**src/rtl/exec_core_cp0_if.sv**
```systemverilog
// rtl/exec_core_cp0_if.sv - datapath-to-execution-core signal bundle
interface exec_core_cp0_if;
  logic [4:0]  reg_R_addr_A;
  logic [4:0]  reg_R_addr_B;
  logic [4:0]  reg_W_addr;
  logic [31:0] wdata;
  logic        reg_we;
  logic [31:0] rdata_A;
  logic [31:0] rdata_B;
  logic [31:0] A;
  logic [31:0] B;
  logic [3:0]  ALU_operation;
  logic [4:0]  shamt;
  logic [31:0] res;
  logic        zero;
  logic        overflow;
  logic [4:0]  c0_rd_addr;
  logic [4:0]  c0_wr_addr;
  logic [31:0] c0_w_data;
  logic        c0_reg_we;
  logic [31:0] pc_i;
  logic [4:0]  InTcause;
  logic        WriteEPC;
  logic        WriteCause;
  logic        WriteInt;
  logic        Int_en_i;
  logic [31:0] Int_en_o;
  logic [31:0] c0_r_data;
  logic [31:0] epc_o;

  modport master (
    output reg_R_addr_A, reg_R_addr_B, reg_W_addr, wdata, reg_we,
    output A, B, ALU_operation, shamt,
    output c0_rd_addr, c0_wr_addr, c0_w_data, c0_reg_we,
    output pc_i, InTcause, WriteEPC, WriteCause, WriteInt, Int_en_i,
    input  rdata_A, rdata_B, res, zero, overflow, Int_en_o, c0_r_data, epc_o
  );

  modport slave (
    input  reg_R_addr_A, reg_R_addr_B, reg_W_addr, wdata, reg_we,
    input  A, B, ALU_operation, shamt,
    input  c0_rd_addr, c0_wr_addr, c0_w_data, c0_reg_we,
    input  pc_i, InTcause, WriteEPC, WriteCause, WriteInt, Int_en_i,
    output rdata_A, rdata_B, res, zero, overflow, Int_en_o, c0_r_data, epc_o
  );
endinterface

```
**src/rtl/exec_core_cp0.sv**
```systemverilog
// rtl/exec_core_cp0.sv - MIPS register file, ALU and CP0 (Status/Cause/EPC)
module exec_core_cp0 (
  input  logic          clk,
  input  logic          rst,
  exec_core_cp0_if.slave bus
);
  localparam logic [4:0] CP0_STATUS = 5'd12;
  localparam logic [4:0] CP0_CAUSE  = 5'd13;
  localparam logic [4:0] CP0_EPC    = 5'd14;

  logic [31:0] gpr [32];
  logic [31:0] cp0 [32];

  always_ff @(posedge clk or negedge rst) begin
    if (!rst) begin
      for (int i = 0; i < 32; i++) gpr[i] <= '0;
    end else if (bus.reg_we && (bus.reg_W_addr != 5'd0)) begin
      gpr[bus.reg_W_addr] <= bus.wdata;
    end
  end

  // No write bypass: a same-cycle read of the target register sees the old value.
  assign bus.rdata_A = (bus.reg_R_addr_A == 5'd0) ? 32'd0 : gpr[bus.reg_R_addr_A];
  assign bus.rdata_B = (bus.reg_R_addr_B == 5'd0) ? 32'd0 : gpr[bus.reg_R_addr_B];

  // Dedicated strobes are issued after the generic mtc0 write so they win on shared bits.
  always_ff @(posedge clk or negedge rst) begin
    if (!rst) begin
      for (int i = 0; i < 32; i++) cp0[i] <= '0;
    end else begin
      if (bus.c0_reg_we) cp0[bus.c0_wr_addr] <= bus.c0_w_data;
      if (bus.WriteEPC) cp0[CP0_EPC] <= bus.pc_i;
      if (bus.WriteCause) cp0[CP0_CAUSE][6:2] <= bus.InTcause;
      if (bus.WriteInt) cp0[CP0_STATUS][0] <= bus.Int_en_i;
    end
  end

  assign bus.c0_r_data = cp0[bus.c0_rd_addr];
  assign bus.Int_en_o  = cp0[CP0_STATUS];
  assign bus.epc_o     = cp0[CP0_EPC];

  logic [31:0] alu_res;
  logic        alu_ovf;

  always_comb begin
    alu_res = '0;
    alu_ovf = 1'b0;
    case (bus.ALU_operation)
      4'b0000: alu_res = bus.A & bus.B;
      4'b0001: alu_res = bus.A | bus.B;
      4'b0010: begin
        alu_res = bus.A + bus.B;
        alu_ovf = (bus.A[31] == bus.B[31]) && (alu_res[31] != bus.A[31]);
      end
      4'b0011: alu_res = bus.A ^ bus.B;
      4'b0100: alu_res = ~(bus.A | bus.B);
      4'b0101: alu_res = bus.B >> bus.shamt;
      4'b0110: begin
        alu_res = bus.A - bus.B;
        alu_ovf = (bus.A[31] != bus.B[31]) && (alu_res[31] != bus.A[31]);
      end
      4'b0111: alu_res = {31'd0, ($signed(bus.A) < $signed(bus.B))};
      4'b1000: alu_res = bus.B << bus.shamt;
      4'b1001: alu_res = $signed(bus.B) >>> bus.shamt;
      4'b1010: alu_res = {31'd0, (bus.A < bus.B)};
      4'b1011: alu_res = {bus.B[15:0], 16'h0000};
      default: alu_res = '0;
    endcase
  end

  assign bus.res      = alu_res;
  assign bus.overflow = alu_ovf;
  assign bus.zero     = (alu_res == 32'd0);
endmodule

```
**src/flat_wrapper.sv**
```systemverilog
// flat-port wrapper written by rule: the top's interface ports become plain ports
module exec_core_cp0_flat 
  (clk, rst, bus_reg_R_addr_A, bus_reg_R_addr_B, bus_reg_W_addr, bus_wdata, bus_reg_we, bus_A, bus_B, bus_ALU_operation, bus_shamt, bus_c0_rd_addr, bus_c0_wr_addr, bus_c0_w_data, bus_c0_reg_we, bus_pc_i, bus_InTcause, bus_WriteEPC, bus_WriteCause, bus_WriteInt, bus_Int_en_i, bus_rdata_A, bus_rdata_B, bus_res, bus_zero, bus_overflow, bus_Int_en_o, bus_c0_r_data, bus_epc_o);
  exec_core_cp0_if bus_i ();
  input  logic clk;
  input  logic rst;
  input wire logic [$bits(bus_i.reg_R_addr_A)-1:0] bus_reg_R_addr_A;
  input wire logic [$bits(bus_i.reg_R_addr_B)-1:0] bus_reg_R_addr_B;
  input wire logic [$bits(bus_i.reg_W_addr)-1:0] bus_reg_W_addr;
  input wire logic [$bits(bus_i.wdata)-1:0] bus_wdata;
  input wire logic [$bits(bus_i.reg_we)-1:0] bus_reg_we;
  input wire logic [$bits(bus_i.A)-1:0] bus_A;
  input wire logic [$bits(bus_i.B)-1:0] bus_B;
  input wire logic [$bits(bus_i.ALU_operation)-1:0] bus_ALU_operation;
  input wire logic [$bits(bus_i.shamt)-1:0] bus_shamt;
  input wire logic [$bits(bus_i.c0_rd_addr)-1:0] bus_c0_rd_addr;
  input wire logic [$bits(bus_i.c0_wr_addr)-1:0] bus_c0_wr_addr;
  input wire logic [$bits(bus_i.c0_w_data)-1:0] bus_c0_w_data;
  input wire logic [$bits(bus_i.c0_reg_we)-1:0] bus_c0_reg_we;
  input wire logic [$bits(bus_i.pc_i)-1:0] bus_pc_i;
  input wire logic [$bits(bus_i.InTcause)-1:0] bus_InTcause;
  input wire logic [$bits(bus_i.WriteEPC)-1:0] bus_WriteEPC;
  input wire logic [$bits(bus_i.WriteCause)-1:0] bus_WriteCause;
  input wire logic [$bits(bus_i.WriteInt)-1:0] bus_WriteInt;
  input wire logic [$bits(bus_i.Int_en_i)-1:0] bus_Int_en_i;
  output wire logic [$bits(bus_i.rdata_A)-1:0] bus_rdata_A;
  output wire logic [$bits(bus_i.rdata_B)-1:0] bus_rdata_B;
  output wire logic [$bits(bus_i.res)-1:0] bus_res;
  output wire logic [$bits(bus_i.zero)-1:0] bus_zero;
  output wire logic [$bits(bus_i.overflow)-1:0] bus_overflow;
  output wire logic [$bits(bus_i.Int_en_o)-1:0] bus_Int_en_o;
  output wire logic [$bits(bus_i.c0_r_data)-1:0] bus_c0_r_data;
  output wire logic [$bits(bus_i.epc_o)-1:0] bus_epc_o;
  assign bus_i.reg_R_addr_A = bus_reg_R_addr_A;
  assign bus_i.reg_R_addr_B = bus_reg_R_addr_B;
  assign bus_i.reg_W_addr = bus_reg_W_addr;
  assign bus_i.wdata = bus_wdata;
  assign bus_i.reg_we = bus_reg_we;
  assign bus_i.A = bus_A;
  assign bus_i.B = bus_B;
  assign bus_i.ALU_operation = bus_ALU_operation;
  assign bus_i.shamt = bus_shamt;
  assign bus_i.c0_rd_addr = bus_c0_rd_addr;
  assign bus_i.c0_wr_addr = bus_c0_wr_addr;
  assign bus_i.c0_w_data = bus_c0_w_data;
  assign bus_i.c0_reg_we = bus_c0_reg_we;
  assign bus_i.pc_i = bus_pc_i;
  assign bus_i.InTcause = bus_InTcause;
  assign bus_i.WriteEPC = bus_WriteEPC;
  assign bus_i.WriteCause = bus_WriteCause;
  assign bus_i.WriteInt = bus_WriteInt;
  assign bus_i.Int_en_i = bus_Int_en_i;
  assign bus_rdata_A = bus_i.rdata_A;
  assign bus_rdata_B = bus_i.rdata_B;
  assign bus_res = bus_i.res;
  assign bus_zero = bus_i.zero;
  assign bus_overflow = bus_i.overflow;
  assign bus_Int_en_o = bus_i.Int_en_o;
  assign bus_c0_r_data = bus_i.c0_r_data;
  assign bus_epc_o = bus_i.epc_o;
  exec_core_cp0 u_core (.clk(clk), .rst(rst), .bus(bus_i));
endmodule
```
**config.mk**
```make
export PLATFORM = sky130hd
export DESIGN_NAME = exec_core_cp0_flat
export DESIGN_NICKNAME = d
export VERILOG_FILES = /design/src/rtl/exec_core_cp0_if.sv /design/src/rtl/exec_core_cp0.sv /design/src/flat_wrapper.sv
export SDC_FILE = /design/constraint.sdc
export NUM_CORES = 2
export LEC_CHECK = 0
export CAP_MARGIN = 20
export CORE_AREA = 2 2 453 455
export DETAILED_ROUTE_END_ITERATION = 8
export DIE_AREA = 0 0 455 457
export PLACE_DENSITY = 0.73
export SYNTH_ARGS = -nofsm -noshare
export SYNTH_HDL_FRONTEND = slang
export SYNTH_SLANG_ARGS = --single-unit
```
**constraint.sdc**
```tcl
create_clock -name clk -period 5.8 [get_ports clk]
set_input_delay 0.58 -clock clk [delete_from_list [all_inputs] [get_ports clk]]
set_output_delay 0.58 -clock clk [all_outputs]
set_load 0.02 [all_outputs]
```
==> out/results.tsv <==
stage	metric	value	unit
clock_tree	path_clk_slew	0.06	ns
logic_synthesis	synth-warning-count	0	
critical_path	worstPathCellList	clkdlybuf4s50_1, buf_4, mux2_1, mux4_2, buf_4, nand2_1, o211ai_1, or4_4, or4_1, or4_4, or4_4, nor4_2, nand4bb_1, nor3_2, buf_4	
final_layout	multi_input_comb_area	56520	um2
final_layout	drive_above_1_share	51.76	%
critical_path	crit_required	5.22	ns
timing	fin_ws	-0.02292	ns
die	die_h	457	um
status	outcome	finished with violations	
die	start_util	54.74	%
detailed_routing	drt_pass1_iterations	6	
timing	fin_crit	5.823	ns
critical_path	cp.arrival	5.24	ns
die	ios	401	
clock_tree	h-tree-depth	4	
critical_path	critical_path.slowest_cell	mux4_2	
logic_synthesis	syn_area	111300	um2
logic_synthesis	yosysMostFrequentCell	dfrtp_1	
timing	fmax	171.7	MHz
clock_tree	cts_max_path_buffers	3	
die	die_area	207900	um2
global_route	grt_pass1_wl	528000	um
clock_tree	numCtsBuffers	212	
power_and_ir_drop	p_comb_share	23.5	%
final_layout	fin_nets	8496	
detailed_routing	routedWlPerCell	32.21	um
global_route	grt_antenna_before_repair	16	
power_and_ir_drop	powerDensity	332.1	nW/um2
clock_tree	cts_tree	yes	
logic_synthesis	synthTopCellsByArea	dfrtp_1 (46%), mux2_2 (21%), mux4_2 (20%)	
power_and_ir_drop	sw_frac_of_total	27.55	%
logic_synthesis	syn_inst	7651	
logic_synthesis	synth_edf_count	0	
logic_synthesis	synth_seq_area_share	46.04	%
critical_path	cp_slowest_stage_delay	0.59	ns
critical_path	cp-start-kind	input pin	
critical_path	cp_max_fo	7	
detailed_routing	ant_nets	0	
timing	hold_slack	0.2455	ns
global_route	grt_pass1_vias	77800	
logic_synthesis	async_flop_share	100.0	%
final_layout	syn_to_final_growth	16.82	%
timing	setup_violations	1	
final_layout	nFillCells	14500	
timing	max_slew_margin	15.49	%
timing	slew_viol_final	0	
logic_synthesis	syn-num-nets	7957	
final_layout	ff_latch_area	51250	um2
power_and_ir_drop	vdd_drop_max	353.8	uV
detailed_routing	vias_per_cell	6.674	
place	routabilityCongestion	0.9927	
final_layout	finish.utilization	63.95	%
timing	finalHoldViolCount	0	
status	violations	setup timing	
power_and_ir_drop	intPower	31.28	mW
logic_synthesis	ys_ff_latch	2048	
power_and_ir_drop	p_total	43.18	mW
global_route	overflow	0	
place	place_area	122000	um2
timing	period_share	100.4	%
power_and_ir_drop	clkPwrFrac	33.2	%
place	dp_hpwl	233500	um
global_route	grt_max_degree	212	
die	core_area	203300	um2
timing	finalSetupTns	-0.02292	ns
logic_synthesis	synth_flop_cell	dfrtp_1	
timing	tightest_slew	1.268	ns
die	die_x	455	um
logic_synthesis	netlist.area_leader.share	46.04	%
final_layout	postLayoutCellArea	130000	um2
timing	fin_worst_skew	0	ns
clock_tree	clockRootBuffer	clkbuf_16	
power_and_ir_drop	leakage	56.59	nW
power_and_ir_drop	seq_power_share	43.3	%
place	port_buffers	400	
detailed_routing	routed_wl	356300	um
clock_tree	clk_latency	0.87	ns
die	rows	166	
logic_synthesis	yosys-top-cells-count	dfrtp_1 (2048), mux2_2 (2042), mux4_2 (999)	
logic_synthesis	synth.distinct_cells	93	
hold_path	min_path_type	in2async	
power_and_ir_drop	switching_power	11.89	mW
detailed_routing	drt-initial-drc-count	6808	
timing	rsz0062_at_grt	yes	
detailed_routing	vias	73830	
critical_path	crit_path_end_kind	primary output	
job	maxCapViolations	0	
detailed_routing	route.detailed.drc	0	
critical_path	critPathKind	in2out	
clock_tree	clock-sinks	2048	
logic_synthesis	synth_top_area_cell	dfrtp_1	
global_route	track_usage	34.54	%
logic_synthesis	synth_area_per_cell	14.55	um2
[worst max-delay path: cells and delay by family]
kind / cells / cell delay [ns]
simple gates: 8 / 2.66
compound gates: 1 / 0.16
buf+inv: 4 / 0.94
mux: 2 / 0.91
[path summary, 6_finish.rpt]
| path | start | endpoint | slack [ns] | cells past startpoint |
|---|---|---|---|---|
| setup / recovery | bus_B[27] | bus_zero | -0.02 | 15 |
| hold / removal | rst | u_core.cp0[955] | 0.25 | 2 |
| setup reg to reg | u_core.bus.Int_en_o[0] | u_core.bus.Int_en_o[0] | 4.78 | 2 |
| hold reg to reg | u_core.gpr[993] | u_core.gpr[993] | 0.39 | 0 |
| max in group asynchronous | rst | u_core.cp0[102] | 3.60 | 3 |
| min in group clk | bus_pc_i[29] | u_core.bus.epc_o[29] | 0.25 | 3 |
[repair_timing]
| action | in CTS | in global routing |
|---|---|---|
| endpoints found under the hold margin | 85 | 0 |
| hold buffers | 1 | 0 |
| resized for setup | 15 | 12 |
| endpoints found under the setup margin | 2 | 5 |
| pin swaps | 4 | 5 |
| buffers inserted | 1 | 1 |
[state kept, by name (all words and copies together), names as in the netlist]
signal               cells
u_core.bus.Int_en_o     32
u_core.bus.epc_o        32
u_core.cp0             960
u_core.gpr            1024
[area by class of cell]
type / instances / area share, %
inverters: 105 / 0.3031
repair buffers: 1197 / 8.474
flip-flops and latches: 2048 / 39.41
well taps: 2688 / 2.587
diodes: 7 / 0.01347
clock buffers: 314 / 4.837
clock inverters: 78 / 0.9036
multi-input cells: 4626 / 43.47
[stage by stage]
| step | instances | setup slack [ns] |
|---|---|---|
| final | 11060 | -0.02292 |
| after global routing | 11060 | -0.1015 |
| after CTS | 11040 | 0.008034 |
| after detailed placement | 10640 | -0.8012 |
| after global placement | 10640 | -0.7723 |
| after floorplan | 7651 | 0.5939 |
[layer usage]
metal	track usage [%]	share of wire [%]	vias up
met5	0	0.0084	-
met4	15.05	4.8	4
met3	4.909	6.5	752
met2	54.74	48	3064
met1	47.91	41	39790
li1	-	-	30220
[cells by family after synthesis]
logic type,share of synthesized area (%)
xor+xnor,0.1731
buf+inv,3.578
flops,46.04
compound gates,3.459
mux,42.50
fa+ha+maj,1.126
simple gates,3.122
[layout by cell type (no fill, tap or decap), drive strengths merged, types with 54 or more instances in the layout]
| cell | n |
|---|---|
| dfrtp | 2048 |
| inv | 109 |
| buf | 815 |
| clkbuf | 319 |
| a21oi | 112 |
| ha | 97 |
| mux2 | 2049 |
| mux4 | 1000 |
| clkdlybuf4s50 | 369 |
| o21ai | 117 |
| mux2i | 170 |
| nor2 | 222 |
| nand2 | 207 |
| nor3 | 54 |
[power by group through the flow]
stage / logic (mW) / registers [mW] / clock network [mW]
final: 10.1 / 18.7 / 14.3
after global routing: 10.7 / 19.0 / 15.1
after detailed placement: 10.0 / 18.9 / 0
after global placement: 9.79 / 18.6 / 0
after CTS: 10.1 / 18.6 / 14.5
after floorplan: 6.85 / 18.3 / 0
No activity file was read; power rests on OpenSTA's default activity.
